### src/rtl/mem_access_ctrl.sv
// Memory-stage load/store controller: checks size/alignment, issues word-aligned accesses,
// extracts and extends load data. Optional perf counters under macro LSU_PERF_CNT_EN.
module mem_access_ctrl #(
    parameter int READ_LATENCY = 1
) (
    input  logic        CLK,
    input  logic        reset,
    input  logic        req_valid,
    output logic        req_ready,
    input  logic        req_wr,
    input  logic [2:0]  req_funct3,
    input  logic [31:0] req_addr,
    input  logic [31:0] req_wdata,
    output logic        rsp_valid,
    output logic [31:0] rsp_rdata,
    output logic [1:0]  rsp_fault,
    output logic [31:0] mem_addr,
    output logic [31:0] mem_data_in,
    output logic [2:0]  mem_size,
    output logic        mem_en,
    output logic        mem_wr,
    input  logic [31:0] mem_data_out,
    input  logic        mem_exception,
    output logic [15:0] perf_loads,
    output logic [15:0] perf_stores,
    output logic [1:0]  dbg_state
);

    typedef enum logic [1:0] {IDLE, ISSUE, WAIT, RESP} state_t;

    localparam logic [1:0] CNT_INIT = 2'(READ_LATENCY - 1);
    localparam logic [1:0] FAULT_NONE = 2'd0;
    localparam logic [1:0] FAULT_MISALIGN = 2'd1;
    localparam logic [1:0] FAULT_ACCESS = 2'd2;
    localparam logic [1:0] FAULT_SIZE = 2'd3;

    state_t      state_q, state_d;
    logic        wr_q;
    logic [2:0]  funct3_q;
    logic [31:0] addr_q;
    logic [31:0] wdata_q;
    logic [1:0]  cnt_q;
    logic [31:0] rdata_q;
    logic [1:0]  fault_q;

    logic        illegal_size;
    logic        misaligned;
    logic [31:0] repl_wdata;
    logic [31:0] load_data;

    // Stores only exist in B/H/W form; the unsigned encodings are load-only.
    assign illegal_size = (req_funct3 == 3'b011) || (req_funct3[2:1] == 2'b11) ||
                          (req_wr && req_funct3[2]);
    assign misaligned   = ((req_funct3[1:0] == 2'b01) && req_addr[0]) ||
                          ((req_funct3[1:0] == 2'b10) && (req_addr[1:0] != 2'b00));

    always_comb begin
        repl_wdata = req_wdata;
        case (req_funct3[1:0])
            2'b00:   repl_wdata = {4{req_wdata[7:0]}};
            2'b01:   repl_wdata = {2{req_wdata[15:0]}};
            default: repl_wdata = req_wdata;
        endcase
    end

    always_comb begin
        logic [7:0]  lane_b;
        logic [15:0] lane_h;
        lane_b    = 8'h00;
        lane_h    = addr_q[1] ? mem_data_out[31:16] : mem_data_out[15:0];
        load_data = mem_data_out;
        case (addr_q[1:0])
            2'b00:   lane_b = mem_data_out[7:0];
            2'b01:   lane_b = mem_data_out[15:8];
            2'b10:   lane_b = mem_data_out[23:16];
            default: lane_b = mem_data_out[31:24];
        endcase
        case (funct3_q)
            3'b000:  load_data = {{24{lane_b[7]}}, lane_b};
            3'b001:  load_data = {{16{lane_h[15]}}, lane_h};
            3'b100:  load_data = {24'h0, lane_b};
            3'b101:  load_data = {16'h0, lane_h};
            default: load_data = mem_data_out;
        endcase
    end

    always_comb begin
        state_d   = state_q;
        req_ready = 1'b0;
        mem_en    = 1'b0;
        mem_wr    = 1'b0;
        rsp_valid = 1'b0;
        case (state_q)
            IDLE: begin
                req_ready = 1'b1;
                if (req_valid) begin
                    state_d = (illegal_size || misaligned) ? RESP : ISSUE;
                end
            end
            ISSUE: begin
                mem_en  = 1'b1;
                mem_wr  = wr_q;
                state_d = wr_q ? RESP : WAIT;
            end
            WAIT: begin
                // Enable stays high: the downstream read mux is gated by it.
                mem_en = 1'b1;
                if (cnt_q == 2'd0) begin
                    state_d = RESP;
                end
            end
            RESP: begin
                rsp_valid = 1'b1;
                state_d   = IDLE;
            end
            default: state_d = IDLE;
        endcase
    end

    always_ff @(posedge CLK or negedge reset) begin
        if (!reset) begin
            state_q  <= IDLE;
            wr_q     <= 1'b0;
            funct3_q <= 3'b000;
            addr_q   <= 32'h0;
            wdata_q  <= 32'h0;
            cnt_q    <= 2'd0;
            rdata_q  <= 32'h0;
            fault_q  <= FAULT_NONE;
        end else begin
            state_q <= state_d;
            case (state_q)
                IDLE: begin
                    if (req_valid) begin
                        wr_q     <= req_wr;
                        funct3_q <= req_funct3;
                        addr_q   <= req_addr;
                        wdata_q  <= repl_wdata;
                        cnt_q    <= CNT_INIT;
                        rdata_q  <= 32'h0;
                        fault_q  <= illegal_size ? FAULT_SIZE :
                                    misaligned   ? FAULT_MISALIGN : FAULT_NONE;
                    end
                end
                ISSUE: begin
                    if (wr_q) begin
                        fault_q <= mem_exception ? FAULT_ACCESS : FAULT_NONE;
                    end
                end
                WAIT: begin
                    if (cnt_q != 2'd0) begin
                        cnt_q <= cnt_q - 2'd1;
                    end else begin
                        fault_q <= mem_exception ? FAULT_ACCESS : FAULT_NONE;
                        rdata_q <= mem_exception ? 32'h0 : load_data;
                    end
                end
                default: ;
            endcase
        end
    end

    assign mem_addr    = {addr_q[31:2], 2'b00};
    assign mem_data_in = wdata_q;
    assign mem_size    = funct3_q;
    assign rsp_rdata   = (state_q == RESP) ? rdata_q : 32'h0;
    assign rsp_fault   = (state_q == RESP) ? fault_q : FAULT_NONE;
    assign dbg_state   = state_q;

`ifdef LSU_PERF_CNT_EN
    logic [15:0] loads_q;
    logic [15:0] stores_q;

    always_ff @(posedge CLK or negedge reset) begin
        if (!reset) begin
            loads_q  <= 16'h0;
            stores_q <= 16'h0;
        end else if ((state_q == RESP) && (fault_q == FAULT_NONE)) begin
            if (wr_q) begin
                stores_q <= stores_q + 16'd1;
            end else begin
                loads_q <= loads_q + 16'd1;
            end
        end
    end

    assign perf_loads  = loads_q;
    assign perf_stores = stores_q;
`else
    assign perf_loads  = 16'h0;
    assign perf_stores = 16'h0;
`endif

endmodule

### config.mk
export PLATFORM = sky130hd
export DESIGN_NAME = mem_access_ctrl
export DESIGN_NICKNAME = d
export VERILOG_FILES = /design/src/rtl/mem_access_ctrl.sv
export SDC_FILE = /design/constraint.sdc
export NUM_CORES = 1
export LEC_CHECK = 0
export ABC_CLOCK_PERIOD_IN_PS = 2800
export BUFFER_PORTS_ARGS = -buffer_cell sky130_fd_sc_hd__buf_2
export CAP_MARGIN = 25
export CORE_MARGIN = 2
export CORE_UTILIZATION = 48
export DETAILED_ROUTE_END_ITERATION = 10
export PLACE_DENSITY_LB_ADDON = 0.12
export SYNTH_ARGS = -nofsm -noshare
export SYNTH_HDL_FRONTEND = slang
export SYNTH_SLANG_ARGS = --single-unit
### constraint.sdc
create_clock -name CLK -period 2.8 [get_ports CLK]
set_input_delay 0.56 -clock CLK [delete_from_list [all_inputs] [get_ports CLK]]
set_output_delay 0.56 -clock CLK [all_outputs]
set_load 0.05 [all_outputs]
Word-level counts from Yosys, hierarchy flattened --
Cells that the tools add are included.
Cells by class: add/subtract/negate cells 1, reduce and logical (&&, ||, !) cells 22, eq/ne operators 17, mux-type cells 29
Operators with widths (number):
- $mux W32 | 4
- $pmux W32 S2 | 2
- $pmux W32 S4 | 1
- $pmux W8 S3 | 1
- $mux W2 | 11
- $mux W16 | 1
- $eq A2 B2 Y1 const B | 5
- $ne A2 B2 Y1 const B | 5
- $logic_not A2 Y1 | 4
- $pmux W2 S4 | 1
- $eq A2 B1 Y1 const B | 3
- $eq A3 B3 Y1 const B | 2
- $mux W1 | 6
- $pmux W2 S3 | 1
- $reduce_and A3 Y1 | 2
- $reduce_bool A2 Y1 | 3
- $logic_or A1 B1 Y1 | 4
- $pmux W2 S2 | 1
- $reduce_and A2 Y1 | 2
- $reduce_and A4 Y1 | 1
- $eq A3 B1 Y1 const B | 1
- $eq A3 B2 Y1 const B | 1
- $logic_and A1 B1 Y1 | 3
- $logic_not A3 Y1 | 1
- other kinds (3) | 3
Word-level totals: register bits 106, output and inout bits 139, input bits 104

Depth between registers and ports, before layout --
Gate-level depths: netlist of run 1.
word-level depth 7, mapped depth 8

Worst setup path before layout of run 1 --
OpenSTA, ideal clock, no wires.
path type reg-to-reg, start point register state_q[0], in the netlist dbg_state[0], end point register rdata_q[23], data arrival time 2.575 ns, stages on the path, launching flop included 9, setup slack 0.159 ns, setup time 0.066 ns, required time 2.734 ns, path buffers 2, cells stage by stage dfrtp_1 inv_1 ha_1 buf_6 nor2b_4 or3_4 nor2_2 buf_2 a221o_1
On the way: longest elaborated chain between the ends 3, elaborated cells on any way between the ends 7, those cells by class eq/ne: 3; mux: 1; reduce/logical: 3
RTL lines:
- from (decl) | line 37 | state_t state_q, state_d;
- from (signal assigned) | line 131 | state_q <= state_d;
- $eq A2 B2 Y1 or $logic_not A2 Y1 (tied branches) | line 132 | case (state_q)
- $ne A2 B2 Y1 (no line) or $reduce_bool A2 Y1 (tied branches)
- $reduce_and A3 Y1 (no line)
- to (signal assigned) | line 155 | rdata_q <= mem_exception ? 32'h0 : load_data;
- to (decl) | line 43 | logic [31:0] rdata_q;
Several ways; a longest one is shown, not always the timed one. A chain may end at the register's enable or synchronous reset.

Worst setup path in the final report of run 1 --
start point register state_q[0], in the netlist dbg_state[0], end point register rdata_q[28]
Same word-level chain as after synthesis.

==> results of run 1 <==
==> metrics by stage <==
step	utilization, %	instance area, sq um	std cells	hold WS (ps)	power [W]
final	59.08	6746	839	198.1	0.008970
after global routing	59.08	6746	839	240.9	0.009505
after CTS	59.08	6746	839	217.5	0.009031
after detailed placement	56.34	6434	823	465.7	0.007698
after global placement	56.34	6434	823	458.8	0.007602
after floorplan	-	5733	557	264.4	0.006893
==> flip-flops by register name (all words and copies together), names as in the netlist <==
signal,flops
rdata_q,32
addr_q,32
fault_q,2
cnt_q,2
mem_size,3
mem_data_in,32
wr_q,1
dbg_state,2
==> metal layers <==
layer | part of all wire, % | vias up
met5 | 0 | -
met4 | 1.4 | 0
met3 | 8.4 | 17
met2 | 48 | 186
met1 | 42 | 2075
li1 | - | 2076
==> cells in the mapped netlist <==
cell type | n | area share [%]
o311ai_0 | 1 | 0.16
nor2b_1 | 1 | 0.11
a2111oi_0 | 1 | 0.16
and2_1 | 35 | 3.9
o22a_1 | 1 | 0.16
mux2i_4 | 1 | 0.40
nand4_1 | 1 | 0.11
buf_4 | 64 | 8.6
nand2b_1 | 4 | 0.45
or3_4 | 1 | 0.20
a22o_1 | 9 | 1.4
mux4_2 | 1 | 0.40
o22ai_1 | 7 | 0.78
buf_1 | 1 | 0.067
dfrtp_1 | 106 | 47
or3_1 | 7 | 0.78
buf_2 | 8 | 0.71
nor3b_1 | 1 | 0.13
clkinv_1 | 1 | 0.067
ha_1 | 5 | 1.1
inv_1 | 6 | 0.40
nand4b_1 | 2 | 0.31
nor2b_4 | 1 | 0.25
conb_1 | 1 | 0.067
mux2i_1 | 33 | 5.9
a21oi_2 | 1 | 0.16
a21o_1 | 1 | 0.13
o21ai_0 | 46 | 4.1
nor2_1 | 13 | 0.87
nor4_4 | 1 | 0.38
buf_6 | 2 | 0.40
nor2_2 | 1 | 0.11
o21a_1 | 2 | 0.27
clkbuf_1 | 18 | 1.2
a2bb2oi_1 | 7 | 1.1
nor3_1 | 2 | 0.18
nand2_1 | 47 | 3.1
mux2_2 | 45 | 9.0
o211ai_1 | 1 | 0.13
a221o_1 | 17 | 3.0
a21oi_1 | 21 | 1.9
==> critical path, cell delays in order (launching register included) <==
cell and delay (ps):
dfrtp_1 420, inv_1 120, ha_1 350, nor2b_4 190, or3_4 410, nor4_4 620, a221o_1 220
==> worst min-delay path by stage <==
stage	from	to	slack [ps]	cells past startpoint
finish	reset	rdata_q[9]$_DFFE_PN0P_	200	1
global route	reset	rdata_q[9]$_DFFE_PN0P_	240	1
CTS	reset	rdata_q[9]$_DFFE_PN0P_	220	1
detailed placement	mem_data_in[22]$_DFFE_PN0P_	mem_data_in[22]$_DFFE_PN0P_	470	2
global placement	mem_data_in[31]$_DFFE_PN0P_	mem_data_in[31]$_DFFE_PN0P_	460	2
floorplan	reset	addr_q[0]$_DFFE_PN0P_	260	0
==> power by group <==
| group | total (W) | leakage, nW | internal, W | switching, W |
|---|---|---|---|---|
| logic | 0.00498 | 2.00 | 0.00143 | 0.00355 |
| clock network | 0.00131 | 0.147 | 0.000730 | 0.000585 |
| registers | 0.00267 | 1.33 | 0.00223 | 0.000441 |
==> area by class of cell <==
cell class | instances | area (sq um)
multi-input cells | 351 | 2447
well taps | 143 | 178.9
fillers | 969 | 4672
repair buffers | 216 | 1129
clock buffers | 10 | 239.0
clock inverters | 6 | 73.82
inverters | 7 | 26.28
flip-flops and latches | 106 | 2653
==> kinds of logic after synthesis <==
logic type / Yosys count / synth area share (%)
other: 1 / 0.06686
buffers and inverters: 100 / 11.42
AO/OA/AOI/OAI: 115 / 13.45
adder cells (fa/ha/maj): 5 / 1.115
multiplexers: 80 / 15.73
flip-flops: 106 / 47.29
AND/OR/NAND/NOR: 117 / 10.93
==> run summary, run 1 <==
Resized Gates After CTS -> 0
Syn Area/Cell -> 10.70 sq um
Post-CTS Hold Buffers -> 0
RR Startpoint -> dbg_state[0]$_DFFE_PN0P_
Status -> completed
Crit path DAT -> 2670 ps
Most common cell after layout, fill and taps aside -> buf_2
Final global-route overflow total -> 0
FP Rows -> 39
Syn Inst Count -> 524
GRT busiest layer -> met2
Nets -> 800
ANT cells -> 0
Startpoint Class -> flip-flop
TNS Setup -> 0 ps
Router iterations before antenna repair -> 6
Worst VDD drop -> 1020 uV
Met1 GRT Util -> 28.55%
CTS H-tree lvls -> 3
Crit path capture type -> flip-flop
Largest net degree at the start of global routing -> 66
Fin crit share -> 85.47%
GRT met3 Usage -> 5.724%
Max clock buf depth -> 2
Setup crit end -> rdata_q[28]$_DFFE_PN0P_
Power Density -> 1330 mW/mm^2
Number of placed I/O pins -> 243
Worst reg2reg path endpoint -> rdata_q[28]$_DFFE_PN0P_
Post-synthesis sequential area ratio -> 47.29%
Die Wd -> 112.1 microns
Max-Cap Viols -> 0
Core ar. -> 0.01142 sq mm
Die area -> 0.01257 sq mm
First DRT Iteration DRCs -> 173
Share of cells above drive strength 1 -> 40.95%
Relative slew margins -> 45.76%
R2r setup slk -> 410 ps
Reg2reg path depth -> 6
Leak -> 3.485 nW
DRC errors left -> 0
Final worst setup slack -> 406.7 ps
RSZ-0062 raised after global routing -> false
Yosys reg bits -> 106
PortBufs -> 208
CTS buffer count -> 9
CP max FO -> 16
Final Wtd Congestion -> 0.8701
Max Slew Vio Count -> 0
Tmin final -> 2393 ps
Hold WC Path Type -> in -> async
Initial Utilization -> 49.12%
YS warnings -> 0
Fmax -> 0.4178 GHz
Chip height -> 112.1 microns
Tot GR Track Use -> 21.49%
Number of global-route vias before repair -> 4284
Setup violators final -> 0
Area growth, synth to finish -> 20.28%
Dpl ws -> 455.7 ps
Vias -> 4354
Clock tree sinks -> 106
DR vias/cell -> 5.190
Clock transition at path regs -> 70 ps
Critical path data required time -> 3070 ps
Global-route wire length before repair -> 21850 microns
Clk_skew -> 7.083 ps
Commonest non-fill, non-tap cells in the layout -> 207 x buf_2, 106 x dfrtp_1, 46 x nand2_1, 46 x o21ai_0, 45 x mux2_2
CTS tree -> built
Routed WL per cell -> 16.03 microns
Worst setup path startpoint -> dbg_state[0]$_DFFE_PN0P_
WL final -> 13450 microns
Yosys cell types -> 41
Initial antenna violation count -> 0
Clock latency on the worst-skew pair -> 340 ps
Tightest Pin Transition -> 807.5 ps
GR Util met2 -> 34.66%
Antenna viol nets, final -> 0
Detail Placement HPWL -> 10010 microns
CP Class -> reg -> reg
# Post-CTS Setup Buffers -> 0
Synthesized cell area -> 0.005609 sq mm
Root Buffer Master -> clkbuf_16
Fin. Hold Viols -> 0
Note: power is estimated with default switching activity, not from simulation.
==> run 2, diff against run 1 <==
--- a/config.mk
+++ b/config.mk
@@ -6,12 +6,13 @@
 export NUM_CORES = 1
 export LEC_CHECK = 0
 export ABC_CLOCK_PERIOD_IN_PS = 2800
-export BUFFER_PORTS_ARGS = -buffer_cell sky130_fd_sc_hd__buf_2
+export BUFFER_PORTS_ARGS = -buffer_cell sky130_fd_sc_hd__clkbuf_2
 export CAP_MARGIN = 25
 export CORE_MARGIN = 2
 export CORE_UTILIZATION = 48
 export DETAILED_ROUTE_END_ITERATION = 10
 export PLACE_DENSITY_LB_ADDON = 0.12
+export SLEW_MARGIN = 20
 export SYNTH_ARGS = -nofsm -noshare
 export SYNTH_HDL_FRONTEND = slang
 export SYNTH_SLANG_ARGS = --single-unit
==> run 2 against run 1 <==
  * Die area unchanged
  * Total power down 1.3%
  * Clock skew up 0.85 ps
  * Final area down 0.39%
  * Register-to-register slack worse by 50 ps
==> run summary, run 2 (synthesized netlist as in run 1, its figures left out) <==
Leak -> 3.473 nW
Antenna viol nets, final -> 0
Die Wd -> 112.1 microns
Cell area after placement -> 0.006441 sq mm
Critical path cell sequence -> inv_1, ha_1, nor2b_4, or3_4, nor4_4, a221o_1
Sum of buffers and inverters on the critical path -> 1
Max clock buf depth -> 2
Vias -> 4310
Design Power -> 0.008850 W
Number of global-route vias before repair -> 4314
FP Rows -> 39
Startpoint Class -> flip-flop
Clock latency on the worst-skew pair -> 350 ps
Post-route cell area -> 0.006720 sq mm
Number of placed I/O pins -> 243
Area growth, synth to finish -> 19.81%
Fin. Hold Viols -> 0
Relative slew margins -> 43.76%
Router iterations before antenna repair -> 4
Max-Cap Viols -> 0
Fill count -> 1040
Clock tree sinks -> 106
Initial Utilization -> 49.12%
Final Wtd Congestion -> 0.8972
CP max-delay cell -> nor4_4
CP max FO -> 16
RSZ-0062 raised after global routing -> false
DR vias/cell -> 5.131
Setup violators final -> 0
Worst setup path startpoint -> dbg_state[0]$_DFFE_PN0P_
Tightest Pin Transition -> 837.4 ps
Clock transition at path regs -> 70 ps
Core ar. -> 0.01142 sq mm
TNS Setup -> 0 ps
CP top delay family -> simple AND/OR/NAND/NOR gates
Die area -> 0.01257 sq mm
Hold WC Path Type -> in -> async
Nets -> 801
Routed WL per cell -> 15.90 microns
CP Class -> reg -> reg
Crit-path max cell delay -> 640 ps
Post-CTS Hold Buffers -> 0
Global-route wire length before repair -> 21760 microns
RR Startpoint -> dbg_state[0]$_DFFE_PN0P_
Chip height -> 112.1 microns
Most common cell after layout, fill and taps aside -> clkbuf_2
CTS H-tree lvls -> 3
CTS tree -> built
DRC errors left -> 0
Share of cells above drive strength 1 -> 41.03%
# Post-CTS Setup Buffers -> 0
Power Density -> 1317 mW/mm^2
Critical path data required time -> 3070 ps
Status -> completed
Fin crit share -> 87.15%
Post-layout util -> 58.85%
Tmin final -> 2440 ps
First DRT Iteration DRCs -> 237
Commonest non-fill, non-tap cells in the layout -> 207 x clkbuf_2, 106 x dfrtp_1, 46 x nand2_1, 46 x o21ai_0, 45 x mux2_2
ANT cells -> 0
Fmax -> 0.4098 GHz
Final global-route overflow total -> 0
Crit path capture type -> flip-flop
WL final -> 13350 microns
Worst VDD drop -> 808.0 uV
Max Slew Vio Count -> 0
Tot GR Track Use -> 21.42%
Clk_skew -> 7.931 ps
Largest net degree at the start of global routing -> 62
CTS buffer count -> 9
Detail Placement HPWL -> 10080 microns
Root Buffer Master -> clkbuf_16
PortBufs -> 208
Crit path DAT -> 2710 ps
Resized Gates After CTS -> 0
Initial antenna violation count -> 0
run 2: metrics by stage:
step	instances	hold slack, ps	worst slack (ps)
6_report	840	224.4	359.9
5_1_grt	840	267.3	212.1
4_1_cts	840	246.3	389.0
3_5_place_dp	824	469.9	398.5
3_3_place_gp	824	461.3	526.0
2_1_floorplan	557	264.4	158.7
run 2: layout make-up:
| type | instances | area (sq um) | area share, % |
|---|---|---|---|
| flip-flops and latches | 106 | 2653 | 39.47 |
| repair buffers | 217 | 1136 | 16.91 |
| well taps | 143 | 178.9 | 2.662 |
| clock inverters | 6 | 40.04 | 0.5958 |
| inverters | 7 | 26.28 | 0.3910 |
| multi-input cells | 351 | 2447 | 36.42 |
| clock buffers | 10 | 239.0 | 3.556 |
run 2: layer usage:
layer	GRT usage (%)	wire, microns	vias to the layer above
li1	-	-	2079
met1	28.04	5777	2036
met2	34.50	6285	175
met3	6.479	1018	20
met4	6.667	272	0
met5	0	0	-
run 2: worst paths after layout:
path	slack, ps	endpoint	depth (start not counted)
setup reg to reg	360	rdata_q[28]$_DFFE_PN0P_	6
setup / recovery	360	rdata_q[28]$_DFFE_PN0P_	6
max in group asynchronous	1840	mem_size[0]$_DFFE_PN0P_	2
hold / removal	220	rdata_q[2]$_DFFE_PN0P_	1
min in group CLK	440	addr_q[29]$_DFFE_PN0P_	2
hold reg to reg	480	rdata_q[5]$_DFFE_PN0P_	2
run 2: report_power, final:
group / switching, W / internal, W
clock: 0.000567 / 0.000628
sequential: 0.000458 / 0.00223
combinational: 0.00355 / 0.00141
total: 0.00457 / 0.00427
==> run 3, diff against run 2 <==
--- a/config.mk
+++ b/config.mk
@@ -8,6 +8,7 @@
 export ABC_CLOCK_PERIOD_IN_PS = 2800
 export BUFFER_PORTS_ARGS = -buffer_cell sky130_fd_sc_hd__clkbuf_2
 export CAP_MARGIN = 25
+export CORE_ASPECT_RATIO = 0.9
 export CORE_MARGIN = 2
 export CORE_UTILIZATION = 48
 export DETAILED_ROUTE_END_ITERATION = 10
==> run 3 against run 2 <==
  * Combinational power up 1%
  * Critical path type is now reg -> out
  * Utilization up 0.19 points
  * Final area up 0.47%
  * Sequential power about the same
  * Critical endpoint is now rsp_rdata[31]
  * Largest power group unchanged
==> run summary, run 3 (synthesized netlist as in run 1, its figures left out) <==
Status -> completed
Max clock buf depth -> 2
Multi-input gate area -> 0.002447 sq mm
Number of global-route vias before repair -> 4275
Power Density -> 1316 mW/mm^2
Worst VDD drop -> 874.3 uV
Tightest Pin Transition -> 868.1 ps
CP max-delay cell -> dfrtp_1
Cell area after placement -> 0.006472 sq mm
Clk_skew -> 6.364 ps
Area growth, synth to finish -> 20.37%
Die Wd -> 117.9 microns
Root Buffer Master -> clkbuf_16
Crit path capture type -> output port
RSZ-0062 raised after global routing -> false
Relative slew margins -> 42.01%
Crit path DAT -> 1810 ps
Detail Placement HPWL -> 10350 microns
Antenna viol nets, final -> 0
Largest net degree at the start of global routing -> 56
ANT cells -> 0
Global-route wire length before repair -> 21740 microns
Resized Gates After CTS -> 0
GRT met3 Usage -> 5.687%
Vias -> 4352
Setup violators final -> 0
GRT busiest layer -> met2
GR Util met2 -> 35.17%
DRC errors left -> 0
Routed WL per cell -> 15.90 microns
Tot GR Track Use -> 21.86%
Number of placed I/O pins -> 243
Final global-route overflow total -> 0
Post-route cell area -> 0.006751 sq mm
First DRT Iteration DRCs -> 220
Max-Cap Viols -> 0
Critical path cell sequence -> ha_1, buf_4, and2_1, clkbuf_2
Tmin final -> 2367 ps
Commonest non-fill, non-tap cells in the layout -> 207 x clkbuf_2, 106 x dfrtp_1, 46 x nand2_1, 46 x o21ai_0, 45 x mux2_2
DR vias/cell -> 5.090
Max Slew Vio Count -> 0
Worst hold slack -> 255.8 ps
Crit-path max cell delay -> 420 ps
Most common cell after layout, fill and taps aside -> clkbuf_2
Chip height -> 106.6 microns
Reg2reg path depth -> 6
Startpoint Class -> flip-flop
Hold WC Path Type -> in -> async
Fin crit share -> 84.52%
CP max FO -> 34
PortBufs -> 208
Leak -> 3.479 nW
CP top delay family -> buffers and inverters
WP depth -> 4
Met1 GRT Util -> 28.36%
Fill count -> 1030
Final Wtd Congestion -> 0.8459
Sum of buffers and inverters on the critical path -> 2
# Post-CTS Setup Buffers -> 0
Core ar. -> 0.01143 sq mm
Initial Utilization -> 49.05%
FP Rows -> 37
CTS H-tree lvls -> 3
Initial antenna violation count -> 0
Clock latency on the worst-skew pair -> 350 ps
Clock transition at path regs -> 70 ps
WL final -> 13590 microns
Clock tree sinks -> 106
TNS Setup -> 0 ps
CP Class -> reg -> out
Fmax -> 0.4225 GHz
CTS buffer count -> 9
Nets -> 803
Router iterations before antenna repair -> 4
Die area -> 0.01257 sq mm
Footprint of the flip-flops and latches -> 0.002653 sq mm
Share of cells above drive strength 1 -> 41.06%
CTS tree -> built
Fin. Hold Viols -> 0
Critical path data required time -> 2240 ps
Post-CTS Hold Buffers -> 0
## run 3: changes by cell type in the layout (fill, tap and decap cells not counted), sizes merged
cell and delta:
inv +2, buf +2, clkinv -2
## run 3: final timing paths
path	from	to	slack, ps
worst max register to register	dbg_state[0]$_DFFE_PN0P_	rdata_q[23]$_DFFE_PN0P_	440
worst max-delay path	dbg_state[1]$_DFFE_PN0P_	rsp_rdata[31]	430
min in group CLK	req_addr[17]	addr_q[17]$_DFFE_PN0P_	440
worst min-delay path	reset	rdata_q[8]$_DFFE_PN0P_	260
max in group asynchronous	reset	fault_q[0]$_DFFE_PN0P_	1870
worst min register to register	rdata_q[15]$_DFFE_PN0P_	rdata_q[15]$_DFFE_PN0P_	480
## run 3: report_power, final
part / switching [W] / internal (W)
combinational: 0.00358 / 0.00143
sequential: 0.000440 / 0.00224
clock: 0.000588 / 0.000617
## run 3: routing by layer
metal  part of all wire, %  wire length [microns]
met1                    43                   5826
met2                    48                   6481
met3                   7.3                    998
met4                   2.1                    286
met5                     0                      0
## run 3: final cells by class
type / instances / share of cell area (%)
Sequential cell: 106 / 39.29
Tap cell: 156 / 2.891
Clock buffer: 10 / 3.391
Inverter: 7 / 0.3892
Multi-Input combinational cell: 351 / 36.25
Clock inverter: 6 / 0.7413
Timing Repair Buffer: 219 / 17.05
## run 3: stage by stage
step,utilization [%],setup WS [ps],total power (W),cells
after floorplan,-,158.7,0.006893,557
after global placement,56.60,546.2,0.007635,839
after detailed placement,56.60,431.6,0.007742,839
after CTS,59.04,421.0,0.008963,855
after global routing,59.04,227.2,0.009403,855
final,59.04,433.3,0.008887,855
